**src/rtl/image_rom_streamer_if.sv**
```systemverilog
`default_nettype none
// ============================================================================
// Module : image_rom_streamer_if
// Brief  : Control, ROM-port and pixel-stream bundle for image_rom_streamer.
// Rev    : 1.0  initial release
// ============================================================================
interface image_rom_streamer_if #(
  parameter int WIDTH_BITS  = 7,
  parameter int HEIGHT_BITS = 7,
  parameter int DATA_WIDTH  = 8,
  parameter int ADDR_WIDTH  = WIDTH_BITS + HEIGHT_BITS
);
  logic                   iStart;
  logic                   iLoop;
  logic                   oBusy;
  logic                   oDone;
  logic [ADDR_WIDTH-1:0]  oRomAddr;
  logic                   oRomRe;
  logic [DATA_WIDTH-1:0]  iRomData;
  logic                   oValid;
  logic                   iReady;
  logic [DATA_WIDTH-1:0]  oData;
  logic [WIDTH_BITS-1:0]  oCol;
  logic [HEIGHT_BITS-1:0] oRow;
  logic                   oSof;
  logic                   oEol;
  logic                   oEof;

  modport slave (
    input  iStart, iLoop, iRomData, iReady,
    output oBusy, oDone, oRomAddr, oRomRe, oValid, oData, oCol, oRow,
           oSof, oEol, oEof
  );

  modport master (
    output iStart, iLoop, iRomData, iReady,
    input  oBusy, oDone, oRomAddr, oRomRe, oValid, oData, oCol, oRow,
           oSof, oEol, oEof
  );
endinterface
`default_nettype wire

```
**src/rtl/image_rom_streamer.sv**
```systemverilog
`default_nettype none
// ============================================================================
// Module : image_rom_streamer
// Brief  : Raster-order reader of a synchronous ROM, streaming pixels with
//          coordinates and frame/line markers over valid/ready.
// Rev    : 1.0  initial release
// ============================================================================
module image_rom_streamer #(
  parameter int WIDTH_BITS  = 7,
  parameter int HEIGHT_BITS = 7,
  parameter int IMG_W       = 128,
  parameter int IMG_H       = 128,
  parameter int DATA_WIDTH  = 8,
  parameter int ADDR_WIDTH  = WIDTH_BITS + HEIGHT_BITS
) (
  input  logic                 clock,
  input  logic                 reset,
  image_rom_streamer_if.slave  bus
);

  localparam logic [WIDTH_BITS-1:0]  C_LAST_COL = WIDTH_BITS'(IMG_W - 1);
  localparam logic [HEIGHT_BITS-1:0] C_LAST_ROW = HEIGHT_BITS'(IMG_H - 1);

  typedef enum logic [1:0] {
    S_IDLE  = 2'd0,
    S_RUN   = 2'd1,
    S_DRAIN = 2'd2
  } state_t;

  typedef struct packed {
    logic [DATA_WIDTH-1:0]  data;
    logic [WIDTH_BITS-1:0]  col;
    logic [HEIGHT_BITS-1:0] row;
    logic                   sof;
    logic                   eol;
    logic                   eof;
  } entry_t;

  state_t                 r_state;
  logic [WIDTH_BITS-1:0]  r_col;
  logic [HEIGHT_BITS-1:0] r_row;
  logic                   r_done;

  logic                   r_inflight;
  logic [WIDTH_BITS-1:0]  r_if_col;
  logic [HEIGHT_BITS-1:0] r_if_row;
  logic                   r_if_sof;
  logic                   r_if_eol;
  logic                   r_if_eof;

  entry_t                 r_fifo [0:1];
  logic                   r_wr_ptr;
  logic                   r_rd_ptr;
  logic [1:0]             r_count;

  logic                   w_pop;
  logic                   w_push;
  logic [2:0]             w_occ;
  logic                   w_re;
  logic                   w_col_last;
  logic                   w_row_last;
  logic                   w_frame_end;
  entry_t                 w_head;

  assign w_head     = r_fifo[r_rd_ptr];
  assign w_pop      = (r_count != 2'd0) && bus.iReady;
  assign w_push     = r_inflight;
  assign w_occ      = {1'b0, r_count} + {2'b00, r_inflight};
  // A word leaving this cycle frees a slot, so it may be reused by the read issued now.
  assign w_re       = (r_state == S_RUN) && (w_occ < (3'd2 + {2'b00, w_pop}));
  assign w_col_last = (r_col == C_LAST_COL);
  assign w_row_last = (r_row == C_LAST_ROW);
  assign w_frame_end = (r_state == S_DRAIN) && !r_inflight && (r_count == 2'd1)
                       && w_pop && w_head.eof;

  always_ff @(posedge clock or posedge reset) begin
    if (reset) begin
      r_state <= S_IDLE;
      r_col   <= '0;
      r_row   <= '0;
      r_done  <= 1'b0;
    end else begin
      r_done <= 1'b0;
      case (r_state)
        S_IDLE: begin
          if (bus.iStart) begin
            r_col   <= '0;
            r_row   <= '0;
            r_state <= S_RUN;
          end
        end
        S_RUN: begin
          if (w_re) begin
            if (w_col_last) begin
              r_col <= '0;
              if (w_row_last) begin
                r_row   <= '0;
                r_state <= S_DRAIN;
              end else begin
                r_row <= r_row + 1'b1;
              end
            end else begin
              r_col <= r_col + 1'b1;
            end
          end
        end
        S_DRAIN: begin
          if (w_frame_end) begin
            r_done  <= 1'b1;
            r_col   <= '0;
            r_row   <= '0;
            r_state <= bus.iLoop ? S_RUN : S_IDLE;
          end
        end
        default: r_state <= S_IDLE;
      endcase
    end
  end

  // Coordinates and markers travel beside the read so they meet the ROM data.
  always_ff @(posedge clock or posedge reset) begin
    if (reset) begin
      r_inflight <= 1'b0;
      r_if_col   <= '0;
      r_if_row   <= '0;
      r_if_sof   <= 1'b0;
      r_if_eol   <= 1'b0;
      r_if_eof   <= 1'b0;
    end else begin
      r_inflight <= w_re;
      if (w_re) begin
        r_if_col <= r_col;
        r_if_row <= r_row;
        r_if_sof <= (r_col == '0) && (r_row == '0);
        r_if_eol <= w_col_last;
        r_if_eof <= w_col_last && w_row_last;
      end
    end
  end

  always_ff @(posedge clock or posedge reset) begin
    if (reset) begin
      for (int k = 0; k < 2; k++) begin
        r_fifo[k] <= '0;
      end
      r_wr_ptr <= 1'b0;
      r_rd_ptr <= 1'b0;
      r_count  <= 2'd0;
    end else begin
      if (w_push) begin
        r_fifo[r_wr_ptr] <= '{data: bus.iRomData, col: r_if_col, row: r_if_row,
                              sof: r_if_sof, eol: r_if_eol, eof: r_if_eof};
        r_wr_ptr <= ~r_wr_ptr;
      end
      if (w_pop) begin
        r_rd_ptr <= ~r_rd_ptr;
      end
      case ({w_push, w_pop})
        2'b10:   r_count <= r_count + 2'd1;
        2'b01:   r_count <= r_count - 2'd1;
        default: r_count <= r_count;
      endcase
    end
  end

  assign bus.oRomAddr = ADDR_WIDTH'({r_row, r_col});
  assign bus.oRomRe   = w_re;
  assign bus.oBusy    = (r_state != S_IDLE);
  assign bus.oDone    = r_done;
  assign bus.oValid   = (r_count != 2'd0);
  assign bus.oData    = w_head.data;
  assign bus.oCol     = w_head.col;
  assign bus.oRow     = w_head.row;
  assign bus.oSof     = w_head.sof;
  assign bus.oEol     = w_head.eol;
  assign bus.oEof     = w_head.eof;

endmodule
`default_nettype wire

```
**src/flat_wrapper.sv**
```systemverilog
// flat-port wrapper written by rule: the top's interface ports become plain ports
module image_rom_streamer_flat 
#(
  parameter int WIDTH_BITS  = 7,
  parameter int HEIGHT_BITS = 7,
  parameter int IMG_W       = 128,
  parameter int IMG_H       = 128,
  parameter int DATA_WIDTH  = 8,
  parameter int ADDR_WIDTH  = WIDTH_BITS + HEIGHT_BITS
)
  (clock, reset, bus_iStart, bus_iLoop, bus_iRomData, bus_iReady, bus_oBusy, bus_oDone, bus_oRomAddr, bus_oRomRe, bus_oValid, bus_oData, bus_oCol, bus_oRow, bus_oSof, bus_oEol, bus_oEof);
  image_rom_streamer_if #(.WIDTH_BITS(WIDTH_BITS), .HEIGHT_BITS(HEIGHT_BITS), .DATA_WIDTH(DATA_WIDTH), .ADDR_WIDTH(ADDR_WIDTH)) bus_i ();
  input  logic clock;
  input  logic reset;
  input wire logic [$bits(bus_i.iStart)-1:0] bus_iStart;
  input wire logic [$bits(bus_i.iLoop)-1:0] bus_iLoop;
  input wire logic [$bits(bus_i.iRomData)-1:0] bus_iRomData;
  input wire logic [$bits(bus_i.iReady)-1:0] bus_iReady;
  output wire logic [$bits(bus_i.oBusy)-1:0] bus_oBusy;
  output wire logic [$bits(bus_i.oDone)-1:0] bus_oDone;
  output wire logic [$bits(bus_i.oRomAddr)-1:0] bus_oRomAddr;
  output wire logic [$bits(bus_i.oRomRe)-1:0] bus_oRomRe;
  output wire logic [$bits(bus_i.oValid)-1:0] bus_oValid;
  output wire logic [$bits(bus_i.oData)-1:0] bus_oData;
  output wire logic [$bits(bus_i.oCol)-1:0] bus_oCol;
  output wire logic [$bits(bus_i.oRow)-1:0] bus_oRow;
  output wire logic [$bits(bus_i.oSof)-1:0] bus_oSof;
  output wire logic [$bits(bus_i.oEol)-1:0] bus_oEol;
  output wire logic [$bits(bus_i.oEof)-1:0] bus_oEof;
  assign bus_i.iStart = bus_iStart;
  assign bus_i.iLoop = bus_iLoop;
  assign bus_i.iRomData = bus_iRomData;
  assign bus_i.iReady = bus_iReady;
  assign bus_oBusy = bus_i.oBusy;
  assign bus_oDone = bus_i.oDone;
  assign bus_oRomAddr = bus_i.oRomAddr;
  assign bus_oRomRe = bus_i.oRomRe;
  assign bus_oValid = bus_i.oValid;
  assign bus_oData = bus_i.oData;
  assign bus_oCol = bus_i.oCol;
  assign bus_oRow = bus_i.oRow;
  assign bus_oSof = bus_i.oSof;
  assign bus_oEol = bus_i.oEol;
  assign bus_oEof = bus_i.oEof;
  image_rom_streamer #(.WIDTH_BITS(WIDTH_BITS), .HEIGHT_BITS(HEIGHT_BITS), .IMG_W(IMG_W), .IMG_H(IMG_H), .DATA_WIDTH(DATA_WIDTH), .ADDR_WIDTH(ADDR_WIDTH)) u_core (.clock(clock), .reset(reset), .bus(bus_i));
endmodule
```
**config.mk**
```make
export PLATFORM = sky130hd
export DESIGN_NAME = image_rom_streamer_flat
export DESIGN_NICKNAME = d
export VERILOG_FILES = /design/src/rtl/image_rom_streamer_if.sv /design/src/rtl/image_rom_streamer.sv /design/src/flat_wrapper.sv
export SDC_FILE = /design/constraint.sdc
export NUM_CORES = 1
export LEC_CHECK = 0
export ABC_CLOCK_PERIOD_IN_PS = 3800
export BUFFER_PORTS_ARGS = -buffer_cell sky130_fd_sc_hd__buf_2
export CORE_MARGIN = 3
export CORE_UTILIZATION = 36
export DETAILED_ROUTE_END_ITERATION = 12
export GPL_TIMING_DRIVEN = 0
export PLACE_DENSITY = 0.57
export RECOVER_POWER = 100
export SETUP_SLACK_MARGIN = 0.15
export SLEW_MARGIN = 20
export SYNTH_ARGS = -nofsm -noshare
export SYNTH_HDL_FRONTEND = slang
export SYNTH_SLANG_ARGS = --single-unit
```
**constraint.sdc**
```tcl
create_clock -name clock -period 3.8 [get_ports clock]
set_input_delay 0.38 -clock clock [delete_from_list [all_inputs] [get_ports clock]]
set_output_delay 0.38 -clock clock [all_outputs]
set_load 0.05 [all_outputs]
```
==> flow_metrics.py <==
metrics = {
    "run_status": {
        "status": "complete, but fails checks",
        "violations": "capacitance limit, slew limit",
    },
    "clock_network": {
        "cts_made_buffers": 9,
        "clk_latency_ps": 340,
        "cts_hold_buf": 0,
        "cts_root_buf": "clkbuf_16",
        "cts_tree": "built",
        "clock-sinks": 89,
        "cts_setup_buffers": 0,
        "path_clk_slew_ps": 60,
        "htree_levels": 3,
        "clockBufferDepth": 2,
        "cts_resized": 0,
    },
    "pwr": {
        "powerDensity_nw_per_um2": 481.5,
        "vdd.ir_drop.worst_mv": 0.2283,
        "p_leak_nw": 2.303,
        "power.total_mw": 2.315,
    },
    "synth": {
        "synth.distinct_cells": 48,
        "syn_area_um2": 4135,
        "muxShareOfSynthArea": 0.2076,
        "syn_avg_cell_area_um2": 11.88,
        "synth_compound_area_frac": 0.06989,
        "synth_simple_gate_area_frac": 0.1126,
        "synth.ff_latch_count": 89,
        "synth-seq-area-share": 0.5386,
        "syn_nets": 370,
        "netlist_instances": 348,
        "synth_top_cell_by_area": "dfrtp_1",
        "synth_top_area_frac": 0.5386,
        "synth.area.top_cells": "dfrtp_1 (54%), mux2_2 (20%), nand2_1 (5.2%)",
        "yosys_warnings": 0,
        "synth_adder_area_share": 0.02723,
        "synth_xor_area_frac": 0.008472,
        "synth_top_family_by_area": "multiplexers",
    },
    "layout": {
        "final_common_cell": "dfrtp_1",
        "ff_latch_area_um2": 2227,
        "multi_input_area_um2": 1732,
        "n_fill_cell": 1044,
        "syn2layout_area_growth_pct": 16.28,
        "fin_cells": 559,
        "antenna_cells": 0,
        "nNetsFinal": 437,
        "mostFrequentLayoutCells": "dfrtp_1 (89), mux2_2 (71), nand2_1 (57)",
        "drive_gt1_frac": 0.2721,
    },
    "sta": {
        "hold_ws_ps": 285.8,
        "fmax_ghz": 0.3278,
        "tns_ps": 0,
        "period_share": 0.8028,
        "period_needed_ps": 3051,
        "grt_setup_unrepaired": "false",
        "setup_slack_ps": 749.5,
        "finClkSkew_ps": 11.15,
        "finalSetupViolCount": 0,
        "slew_violations": 49,
        "worstMarginPinSlew_ps": 2125,
        "hold_violations": 0,
        "relSlewSlack": -0.4245,
    },
    "place": {
        "dpl.cell_count": 544,
        "gp_congestion": 0.7916,
        "post-place-ws_ps": 1215,
        "hpwl_um": 6222,
        "io_buffer_count": 55,
    },
    "job": {
        "maxCapViolCount": 1,
    },
    "global_routing": {
        "grt_overflow": 0,
        "grt_pass1_vias": 2883,
        "grt_start_max_net_pins": 49,
        "grt_pass1_wl_um": 14730,
        "gr-usage-all-layers": 0.1446,
        "antenna_found_initial": 0,
    },
    "drt": {
        "ant_nets": 0,
        "wl_um": 8697,
        "wl_per_cell_um": 15.56,
        "drc": 0,
        "drt_iter0_drc": 102,
        "vias_per_cell": 5.000,
        "drtPass1Iterations": 5,
        "vias": 2795,
    },
    "setup_path": {
        "path_depth": 8,
        "slowest_delay_ps": 420,
        "slowest_stage": "dfrtp_1",
        "worstPathRequired_ps": 3420,
        "critPathMaxFanout": 11,
        "critPathTopFamily": "buffers and inverters",
        "rr_worst_depth": 7,
        "path_common_cell": "inv_1",
        "setup.worst_path.class": "flop to output port",
        "startpoint_type": "flop",
        "end_kind": "output port",
        "worst-path-buf-inv": 4,
        "crit_arrival_ps": 2670,
        "path_cells": "inv_1 -> ha_1 -> nand2b_1 -> o21ai_0 -> nand2_1 -> inv_1 -> clkbuf_1 -> buf_2",
    },
    "die": {
        "die_width_um": 113.2,
        "core_area_um2": 11030,
        "die_h_um": 113.2,
        "num_io_pins": 56,
        "num_rows": 38,
        "initial_utilization": 0.3749,
        "dieArea_um2": 12810,
    },
    "hold_path": {
        "hold_class": "input pin to flop",
        "hold_depth": 2,
    },
}
[cells by family after synthesis]
group	Yosys count
buf+inv	32
xor+xnor	4
mux	76
flops	89
simple gates	98
fa+ha+maj	9
compound gates	40
[Yosys cell counts (all sizes together)]
library cell  count
a211o             2
a21o              1
a21oi             5
a22o              2
a2bb2oi           2
a32oi             1
and2              1
and3              1
and4bb            1
buf              10
clkbuf            8
dfrtp            89
ha                9
inv              14
mux2             75
mux2i             1
nand2            57
nand2b            5
nand3             7
nand3b            1
nand4             2
nor2              9
nor3              1
nor3b             1
nor4              4
nor4b             2
o211ai            1
o21ai            16
o221ai            2
o2bb2ai           1
o31ai             5
o41ai             2
or2               4
or3               1
or4               1
xnor2             3
xor2              1
[through the flow]
step                utilization  cell area [um^2]
global placement         0.4157              4586
global route             0.4359              4808
floorplan                     -              4135
finish                   0.4359              4808
detailed placement       0.4178              4608
CTS                      0.4459              4918
[metal layers]
metal	wire, um	GRT usage
met1	4160	0.1983
met3	399	0.02781
met2	3973	0.2243
met5	0	0
met4	164	0.06170
[layout make-up]
class / count / share of cell area
flip-flops and latches: 89 / 0.4632
clock buffers: 10 / 0.04762
repair buffers: 56 / 0.04814
well taps: 140 / 0.03643
clock inverters: 5 / 0.01691
inverters: 14 / 0.01119
plain buffers: 18 / 0.01639
multi-input cells: 227 / 0.3601
[registers in the layout, indices dropped and copies added, names as in the netlist, 2 cells and up]
name and count:
u_core.r_if_row 7, u_core.r_if_col 7, u_core.r_count 2, u_core.r_row 7
u_core.r_state 2, u_core.r_col 7, u_core.r_fifo 50
[worst paths after layout]
check / startpoint / endpoint / slack, ps
hold reg to reg: u_core.r_wr_ptr$_DFFE_PP0P_ / u_core.r_wr_ptr$_DFFE_PP0P_ / 490
min in group asynchronous: reset / u_core.r_fifo[43]$_DFFE_PP0P_ / 590
max in group asynchronous: reset / u_core.r_if_row[4]$_DFFE_PP0P_ / 1430
hold / removal: bus_iRomData[6] / u_core.r_fifo[23]$_DFFE_PP0P_ / 290
setup / recovery: u_core.r_count[0]$_DFFE_PP0P_ / bus_oRomRe / 750
setup reg to reg: u_core.r_rd_ptr$_DFFE_PP0P_ / u_core.r_col[6]$_DFFE_PP0P_ / 1210
[power breakdown]
group / leakage (nW) / internal [mW] / switching [mW] / total [mW]
clock: 0.149 / 0.572 / 0.355 / 0.927
combinational: 0.996 / 0.131 / 0.266 / 0.397
sequential: 1.16 / 0.973 / 0.0173 / 0.991
(Power assumes the default switching activity.)
